### src/rtl/shreg_pkg.sv
// -----------------------------------------------------------------------------
// shreg_pkg
// Shared types and constants for the param_shift_reg serialiser/deserialiser.
//   mode_e  : operation select (HOLD, SHL, SHR, LOAD)
//   MODE_W  : width of the mode field
// -----------------------------------------------------------------------------
package shreg_pkg;

    localparam int MODE_W = 2;

    typedef enum logic [MODE_W-1:0] {
        HOLD = 2'b00,
        SHL  = 2'b01,
        SHR  = 2'b10,
        LOAD = 2'b11
    } mode_e;

    // Width of a counter able to hold the values 0..width inclusive.
    function automatic int cnt_width(input int width);
        return $clog2(width + 1);
    endfunction

endpackage : shreg_pkg

### src/rtl/shift_cnt.sv
// -----------------------------------------------------------------------------
// shift_cnt
// Saturating shift counter and done-pulse generator. Counts shifts since the
// last clear; done pulses for one cycle when the count reaches WIDTH and never
// repeats until the counter is cleared again.
// Parameters:
//   WIDTH    number of shifts that make up a full word
// Ports:
//   clk      rising-edge clock
//   reset_n  asynchronous active-low reset (count=0, done=0)
//   inc      one shift executed this cycle
//   clr      clear counter (parallel load); has priority over inc
//   done     registered one-cycle pulse after the WIDTH-th shift
// -----------------------------------------------------------------------------
module shift_cnt
    import shreg_pkg::*;
#(
    parameter int WIDTH = 8
) (
    input  logic clk,
    input  logic reset_n,
    input  logic inc,
    input  logic clr,
    output logic done
);

    localparam int                CNT_W   = cnt_width(WIDTH);
    localparam logic [CNT_W-1:0]  CNT_MAX = CNT_W'(WIDTH);
    localparam logic [CNT_W-1:0]  CNT_PRE = CNT_W'(WIDTH - 1);

    logic [CNT_W-1:0] cnt_r;
    logic [CNT_W-1:0] cnt_nxt_s;
    logic             done_r;
    logic             done_nxt_s;

    // Next count and done pulse: saturate at WIDTH, pulse only on the last step.
    always_comb begin
        cnt_nxt_s  = cnt_r;
        done_nxt_s = 1'b0;
        if (clr) begin
            cnt_nxt_s  = {CNT_W{1'b0}};
            done_nxt_s = 1'b0;
        end else if (inc) begin
            if (cnt_r != CNT_MAX) begin
                cnt_nxt_s  = cnt_r + {{(CNT_W-1){1'b0}}, 1'b1};
                done_nxt_s = (cnt_r == CNT_PRE);
            end else begin
                cnt_nxt_s  = cnt_r;
                done_nxt_s = 1'b0;
            end
        end else begin
            cnt_nxt_s  = cnt_r;
            done_nxt_s = 1'b0;
        end
    end

    // Counter and done register.
    always_ff @(posedge clk or negedge reset_n) begin
        if (!reset_n) begin
            cnt_r  <= {CNT_W{1'b0}};
            done_r <= 1'b0;
        end else begin
            cnt_r  <= cnt_nxt_s;
            done_r <= done_nxt_s;
        end
    end

    assign done = done_r;

endmodule : shift_cnt

### src/rtl/param_shift_reg.sv
// -----------------------------------------------------------------------------
// param_shift_reg
// WIDTH-bit register with hold, parallel load and left/right serial shift.
// A shift counter flags (done) when a full word has been shifted since the
// last LOAD or reset.
// Build option: define SHREG_ROTATE_EN to add the rot port; with rot=1 the
// shifts feed back the outgoing bit instead of d.
// Parameters:
//   WIDTH      register width (>= 2)
//   RESET_VAL  value of q during reset
// Ports:
//   clk        rising-edge clock
//   reset_n    asynchronous active-low reset
//   en         1 = execute mode this cycle, 0 = hold everything
//   mode       HOLD=00, SHL=01, SHR=10, LOAD=11
//   d          serial input bit
//   d_par      parallel load data
//   rot        rotate select (SHREG_ROTATE_EN only)
//   q          register contents
//   ser_out_l  q[WIDTH-1]
//   ser_out_r  q[0]
//   done       one-cycle pulse after the WIDTH-th shift
// -----------------------------------------------------------------------------
module param_shift_reg
    import shreg_pkg::*;
#(
    parameter int               WIDTH     = 8,
    parameter logic [WIDTH-1:0] RESET_VAL = '0
) (
    input  logic              clk,
    input  logic              reset_n,
    input  logic              en,
    input  logic [1:0]        mode,
    input  logic              d,
    input  logic [WIDTH-1:0]  d_par,
`ifdef SHREG_ROTATE_EN
    input  logic              rot,
`endif
    output logic [WIDTH-1:0]  q,
    output logic              ser_out_l,
    output logic              ser_out_r,
    output logic              done
);

    logic [WIDTH-1:0] q_r;
    logic [WIDTH-1:0] q_nxt_s;
    logic             fill_l_s;
    logic             fill_r_s;
    logic             inc_s;
    logic             clr_s;
    mode_e            mode_s;

    assign mode_s = mode_e'(mode);

`ifdef SHREG_ROTATE_EN
    // SHL brings in from the right, so rotating feeds back the MSB; SHR the LSB.
    assign fill_l_s = rot ? q_r[WIDTH-1] : d;
    assign fill_r_s = rot ? q_r[0]       : d;
`else
    assign fill_l_s = d;
    assign fill_r_s = d;
`endif

    // Next-state mux and counter controls.
    always_comb begin
        q_nxt_s = q_r;
        inc_s   = 1'b0;
        clr_s   = 1'b0;
        if (en) begin
            case (mode_s)
                HOLD: begin
                    q_nxt_s = q_r;
                end
                SHL: begin
                    q_nxt_s = {q_r[WIDTH-2:0], fill_l_s};
                    inc_s   = 1'b1;
                end
                SHR: begin
                    q_nxt_s = {fill_r_s, q_r[WIDTH-1:1]};
                    inc_s   = 1'b1;
                end
                LOAD: begin
                    q_nxt_s = d_par;
                    clr_s   = 1'b1;
                end
                default: begin
                    q_nxt_s = q_r;
                end
            endcase
        end else begin
            q_nxt_s = q_r;
        end
    end

    // Data register.
    always_ff @(posedge clk or negedge reset_n) begin
        if (!reset_n) begin
            q_r <= RESET_VAL;
        end else begin
            q_r <= q_nxt_s;
        end
    end

    shift_cnt #(
        .WIDTH (WIDTH)
    ) u_shift_cnt (
        .clk     (clk),
        .reset_n (reset_n),
        .inc     (inc_s),
        .clr     (clr_s),
        .done    (done)
    );

    assign q         = q_r;
    assign ser_out_l = q_r[WIDTH-1];
    assign ser_out_r = q_r[0];

endmodule : param_shift_reg
### config.mk
export PLATFORM = sky130hd
export DESIGN_NAME = param_shift_reg
export DESIGN_NICKNAME = d
export VERILOG_FILES = /design/src/rtl/shreg_pkg.sv /design/src/rtl/shift_cnt.sv /design/src/rtl/param_shift_reg.sv
export SDC_FILE = /design/constraint.sdc
export NUM_CORES = 1
export LEC_CHECK = 0
export BUFFER_PORTS_ARGS = -buffer_cell sky130_fd_sc_hd__clkbuf_2
export CORE_MARGIN = 2
export CORE_UTILIZATION = 43
export DETAILED_ROUTE_END_ITERATION = 10
export GPL_TIMING_DRIVEN = 0
export PLACE_DENSITY = 0.81
export SETUP_SLACK_MARGIN = 0.02
export SLEW_MARGIN = 20
export SYNTH_ARGS = -nofsm -noshare
export SYNTH_HDL_FRONTEND = slang
export SYNTH_SLANG_ARGS = --single-unit
### constraint.sdc
create_clock -name clk -period 1.2 [get_ports clk]
set_input_delay 0.06 -clock clk [delete_from_list [all_inputs] [get_ports clk]]
set_output_delay 0.06 -clock clk [all_outputs]
set_load 0.02 [all_outputs]
== Yosys cells after proc, flatten, opt, wreduce, memory -nomap -nowiden ==
Cells that the tools add are included.

* Logic and storage cells: 27
* Bits of input ports: 14
* Bits in registers: 13
* Output and inout bits: 11

* Bitwise logic cells: 1
* Add/sub/neg operators: 1
* Reductions and logical operators: 6
* Muxes and demuxes: 11
* Equality and inequality tests: 5

{| class="wikitable"
|+ Operators with widths
! kind !! number
|-
| $pmux W8 S3 || 1
|-
| $mux W4 || 3
|-
| $mux W1 || 7
|-
| $add A4 B1 Y4 const B || 1
|-
| $eq A2 B2 Y1 const B || 2
|-
| $eq A4 B3 Y1 const B || 1
|-
| $ne A4 B4 Y1 const B || 1
|-
| $reduce_and A2 Y1 || 2
|-
| $reduce_bool A2 Y1 || 2
|-
| $eq A2 B1 Y1 const B || 1
|-
| $logic_not A2 Y1 || 1
|-
| $reduce_or A2 Y1 || 1
|-
| $not A1 Y1 || 1
|}

== Depth between registers and ports, before layout ==
* Depth after elaboration: 6
* Gate-level depth with buffers: 6
* Depth with buffers taken out: 5

== Cells and area by module ==
Synthesis repeated with hierarchy kept, for this count alone.

* Cells, all modules: 80
* Area, all modules: 800.8 um^2

{| class="wikitable"
|+ By module, submodules not included
! module !! area each (um^2) !! cells each !! times used
|-
| param_shift_reg || 530.5 || 54 || 1
|-
| shift_cnt || 270.3 || 26 || 1
|}

== Least setup slack after synthesis ==
Ideal clock, no wire load.

* Path kind: register to register
* From: reg u_shift_cnt.cnt_r[0]
* To: reg u_shift_cnt.cnt_r[0]
* Path buffers: 0
* Path slack: -0.101 ns
* Arrival: 1.223 ns
* Stages on the path, launching flop included: 6
* Data required time: 1.122 ns
* Cells stage by stage: dfrtp_1 inv_1 ha_1 and3b_1 or3_1 a21boi_1

* Cells in the longest elaborated chain, start to end: 4
* Elaborated cells between the ends (all ways): 7

{| class="wikitable"
|+ Ends and longest elaborated chain
! what !! RTL line !! text
|-
| start, declared || shift_cnt.sv:31 || <nowiki>logic [CNT_W-1:0] cnt_r;</nowiki>
|-
| start signal, assigned || shift_cnt.sv:60 || <nowiki>cnt_r <= {CNT_W{1'b0}};</nowiki>
|-
| start signal, assigned || shift_cnt.sv:63 || <nowiki>cnt_r <= cnt_nxt_s;</nowiki>
|-
| $add A4 B1 Y4 || shift_cnt.sv:45 || <nowiki>cnt_nxt_s = cnt_r + {{(CNT_W-1){1'b0}}, 1'b1};</nowiki>
|-
| $mux W4 || shift_cnt.sv:44 || <nowiki>if (cnt_r != CNT_MAX) begin</nowiki>
|-
| $mux W4 || shift_cnt.sv:43 || <nowiki>end else if (inc) begin</nowiki>
|-
| $mux W4 || shift_cnt.sv:40 || <nowiki>if (clr) begin</nowiki>
|}

Parallel ways exist; a longest one is shown, timed or not. The select of a mux whose other input is x is not followed.
A chain may end at the register's enable or synchronous reset.

== Worst setup path after layout ==
Same ends and word-level chain as after synthesis.

==> reports/qor.yml <==
drt-wirelength-per-cell_um: 13.45
power.share.sequential: 0.407
grt_first_pass_wirelength_um: 2842
tightestPinTransition_ps: 386.3
fin_skew_ps: 6.463
cellInternalPower_mw: 0.9588
crit_chain: "inv_1, ha_2, and3b_2, or3_1, a21boi_1"
dr_wl_met3_um: 93
clock-sinks: 13
rows: 15
finalCriticalPeriod_ps: 1328
status: "complete, but fails checks"
fin_nets: 134
first_iter_violations: 15
grtUsageTotal: 0.1897
p_sw_frac: 0.3834
dp_hpwl_um: 1248
slew_viol_final: 0
maxCapViolCount: 0
hold_ws_ps: 67.36
combinationalPowerShare: 0.416
synth_largest_area_cell: "dfrtp_1"
final_core_util: 0.5911
critPathArrivalTime_ps: 1540
grt_max_degree: 14
max_stage_delay_ps: 360
min_path_type: "primary input to flip-flop"
cts_tree: "done"
powerDensity_nw_per_um2: 1557
drc: 0
cts.htree.levels: 1
cp-start-kind: "flip-flop"
synthCells: 81
io_pins: 25
synthTopCellsByArea: "dfrtp_1, a22o_1, ha_1"
peakVddDrop_mv: 1.042
relSlewSlack: 0.7425
die_w_um: 45.86
synth.avg_cell_area_um2: 9.299
viasPerCell: 5.557
fp.dieArea_um2: 2103
dr_wl_met2_um: 934
p_sw_mw: 0.5961
path_max_fanout: 3
num_vias: 728
grt_pass1_vias: 670
portBuffers: 24
clockBufferDepth: 2
synth_seq_cells: 13
leakage_nw: 0.5041
synth_cell_type_count: 25
diodes: 0
core_um2: 1689
setup-violations-final: 2
initial_utilization: 0.4459
rsz0062_at_grt: "yes"
yosys_warnings: 0
p_clk_frac: 0.177
drive_gt1_frac: 0.3684
firstDrtPassIters: 4
netlist_area_um2: 753.2
critical_path.endpoint_type: "flip-flop"
yosysSeqAreaShare: 0.4319
area_growth_pct: 32.56
timing.final.crit_share: 1.106
cts-root-buf: "clkbuf_4"
ant_nets: 0
cpLargestDelayFamily: "simple AND/OR/NAND/NOR gates"
worst-path-buf-inv: 1
fin_ws_ps: -127.5
die_h_um: 45.86
required_ps: 1410
synth.net_count: 100
finalHoldViolCount: 0
maxClockFrequency_mhz: 753.3
violations: "negative setup slack"
path_class: "flip-flop to flip-flop"
cts_made_buffers: 3
antenna_found_initial: 0
top_layer_used: "met4"
gp_congestion: 0.7805
routed_wl_um: 1762
wl_met1_um: 702
clk_latency_ps: 280
crit_slowest_cell: "dfrtp_1"
synth_top_area_frac: 0.4319
clkTransAtPathRegs_ps: 90
gr-total-overflow: 0
## worst register-to-register path, stage by stage, from the launching register on
cell and delay [ps]:
dfrtp_1 360, inv_1 50, ha_2 180, and3b_2 220, or3_1 310, a21boi_1 140
## path summary, 6_finish.rpt
kind | from | end | slack (ps) | cells past startpoint
hold reg to reg | q[0]$_DFFE_PN0P_ | q[0]$_DFFE_PN0P_ | 540 | 2
setup / recovery | u_shift_cnt.cnt_r[0]$_DFFE_PN0P_ | u_shift_cnt.cnt_r[0]$_DFFE_PN0P_ | -130 | 5
setup reg to reg | u_shift_cnt.cnt_r[0]$_DFFE_PN0P_ | u_shift_cnt.cnt_r[0]$_DFFE_PN0P_ | -130 | 5
min in group asynchronous | reset_n | q[3]$_DFFE_PN0P_ | 200 | 2
hold / removal | en | u_shift_cnt.cnt_r[3]$_DFFE_PN0P_ | 70 | 2
max in group asynchronous | reset_n | u_shift_cnt.cnt_r[3]$_DFFE_PN0P_ | 750 | 2
## timing repair
item                       in CTS  in global routing
resized for setup               1                  6
hold endpoints to repair       13                  0
hold buffers                    1                  0
buffers inserted                2                  3
setup endpoints to repair       2                  6
pin swaps                       0                  2
## per-stage QoR
| step | power (mW) | setup slack (ps) | std cells | setup TNS [ps] | cell area (um^2) |
|---|---|---|---|---|---|
| final | 1.555 | -127.5 | 131 | -233.4 | 998.5 |
| after global routing | 1.673 | -211.6 | 131 | -427.3 | 998.5 |
| after CTS | 1.432 | -104.2 | 129 | -104.2 | 952.2 |
| after detailed placement | 1.122 | -162.1 | 122 | -1149 | 897.1 |
| after global placement | 1.102 | -126.2 | 122 | -732.5 | 897.1 |
| after floorplan | 0.9574 | -61.49 | 81 | -61.49 | 755.7 |
## final cells by class
type / count / area (um^2)
Fill cell: 166 / 690.7
Multi-Input combinational cell: 58 / 410.4
Sequential cell: 13 / 325.3
Timing Repair Buffer: 29 / 160.2
Buffer: 5 / 35.03
Clock buffer: 3 / 22.52
Tap cell: 17 / 21.27
Inverter: 5 / 18.77
Clock inverter: 1 / 5.005
## layout by cell type (no fill, tap or decap)
cell	count
a21boi_1	1
a21oi_1	9
a21oi_2	1
a22o_1	8
and3b_2	1
buf_2	1
buf_4	6
buf_6	1
clkbuf_1	1
clkbuf_2	24
clkbuf_4	3
clkinv_2	1
dfrtp_1	13
dlygate4sd3_1	1
ha_1	3
ha_2	1
ha_4	1
inv_1	5
mux2i_1	1
nand2_1	12
nand2b_1	1
nand4_1	1
nand4b_1	1
nor2_2	1
nor2b_1	1
nor3b_1	1
o211ai_1	1
o21ai_0	9
o22a_1	1
o22ai_1	1
o31ai_4	1
or3_1	1
## power groups by stage
stage	clock [mW]	sequential, mW	combinational [mW]
after detailed placement	0	0.649	0.473
after global placement	0	0.642	0.460
after global routing	0.302	0.647	0.724
after floorplan	0	0.685	0.272
final	0.276	0.632	0.647
after CTS	0.278	0.624	0.531
## routing by layer
layer / global-route usage / vias up
met3: 0.03968 / 4
met1: 0.2192 / 343
met5: 0 / -
met2: 0.3361 / 25
met4: 0.07429 / 0
li1: - / 356
## cells in the mapped netlist
library cell,instances
nand4b_1,1
dfrtp_1,13
inv_1,5
clkbuf_1,1
or3_1,1
a22o_1,8
o31ai_1,1
a21oi_1,10
buf_4,2
and3b_1,1
nand2_1,12
nor2b_1,1
o21ai_0,9
nand2b_1,1
a21boi_1,1
nor2_1,1
o22a_1,1
ha_1,5
o211ai_1,1
buf_2,1
o22ai_1,1
mux2i_1,1
buf_6,1
nor3b_1,1
nand4_1,1
## registers in the layout, indices dropped and copies added (netlist names)
register and cells:
q 8, u_shift_cnt.cnt_r 4, u_shift_cnt.done 1
## logic make-up after synthesis
family / after synthesis / synth area share
muxes: 1 / 0.01329
DFF: 13 / 0.4319
adders and majority gates: 5 / 0.08306
buffers and inverters: 10 / 0.07141
and+or+nand+nor: 20 / 0.1312
AOI/OAI and AO/OA: 32 / 0.2691
No activity file was read; power rests on OpenSTA's default activity.
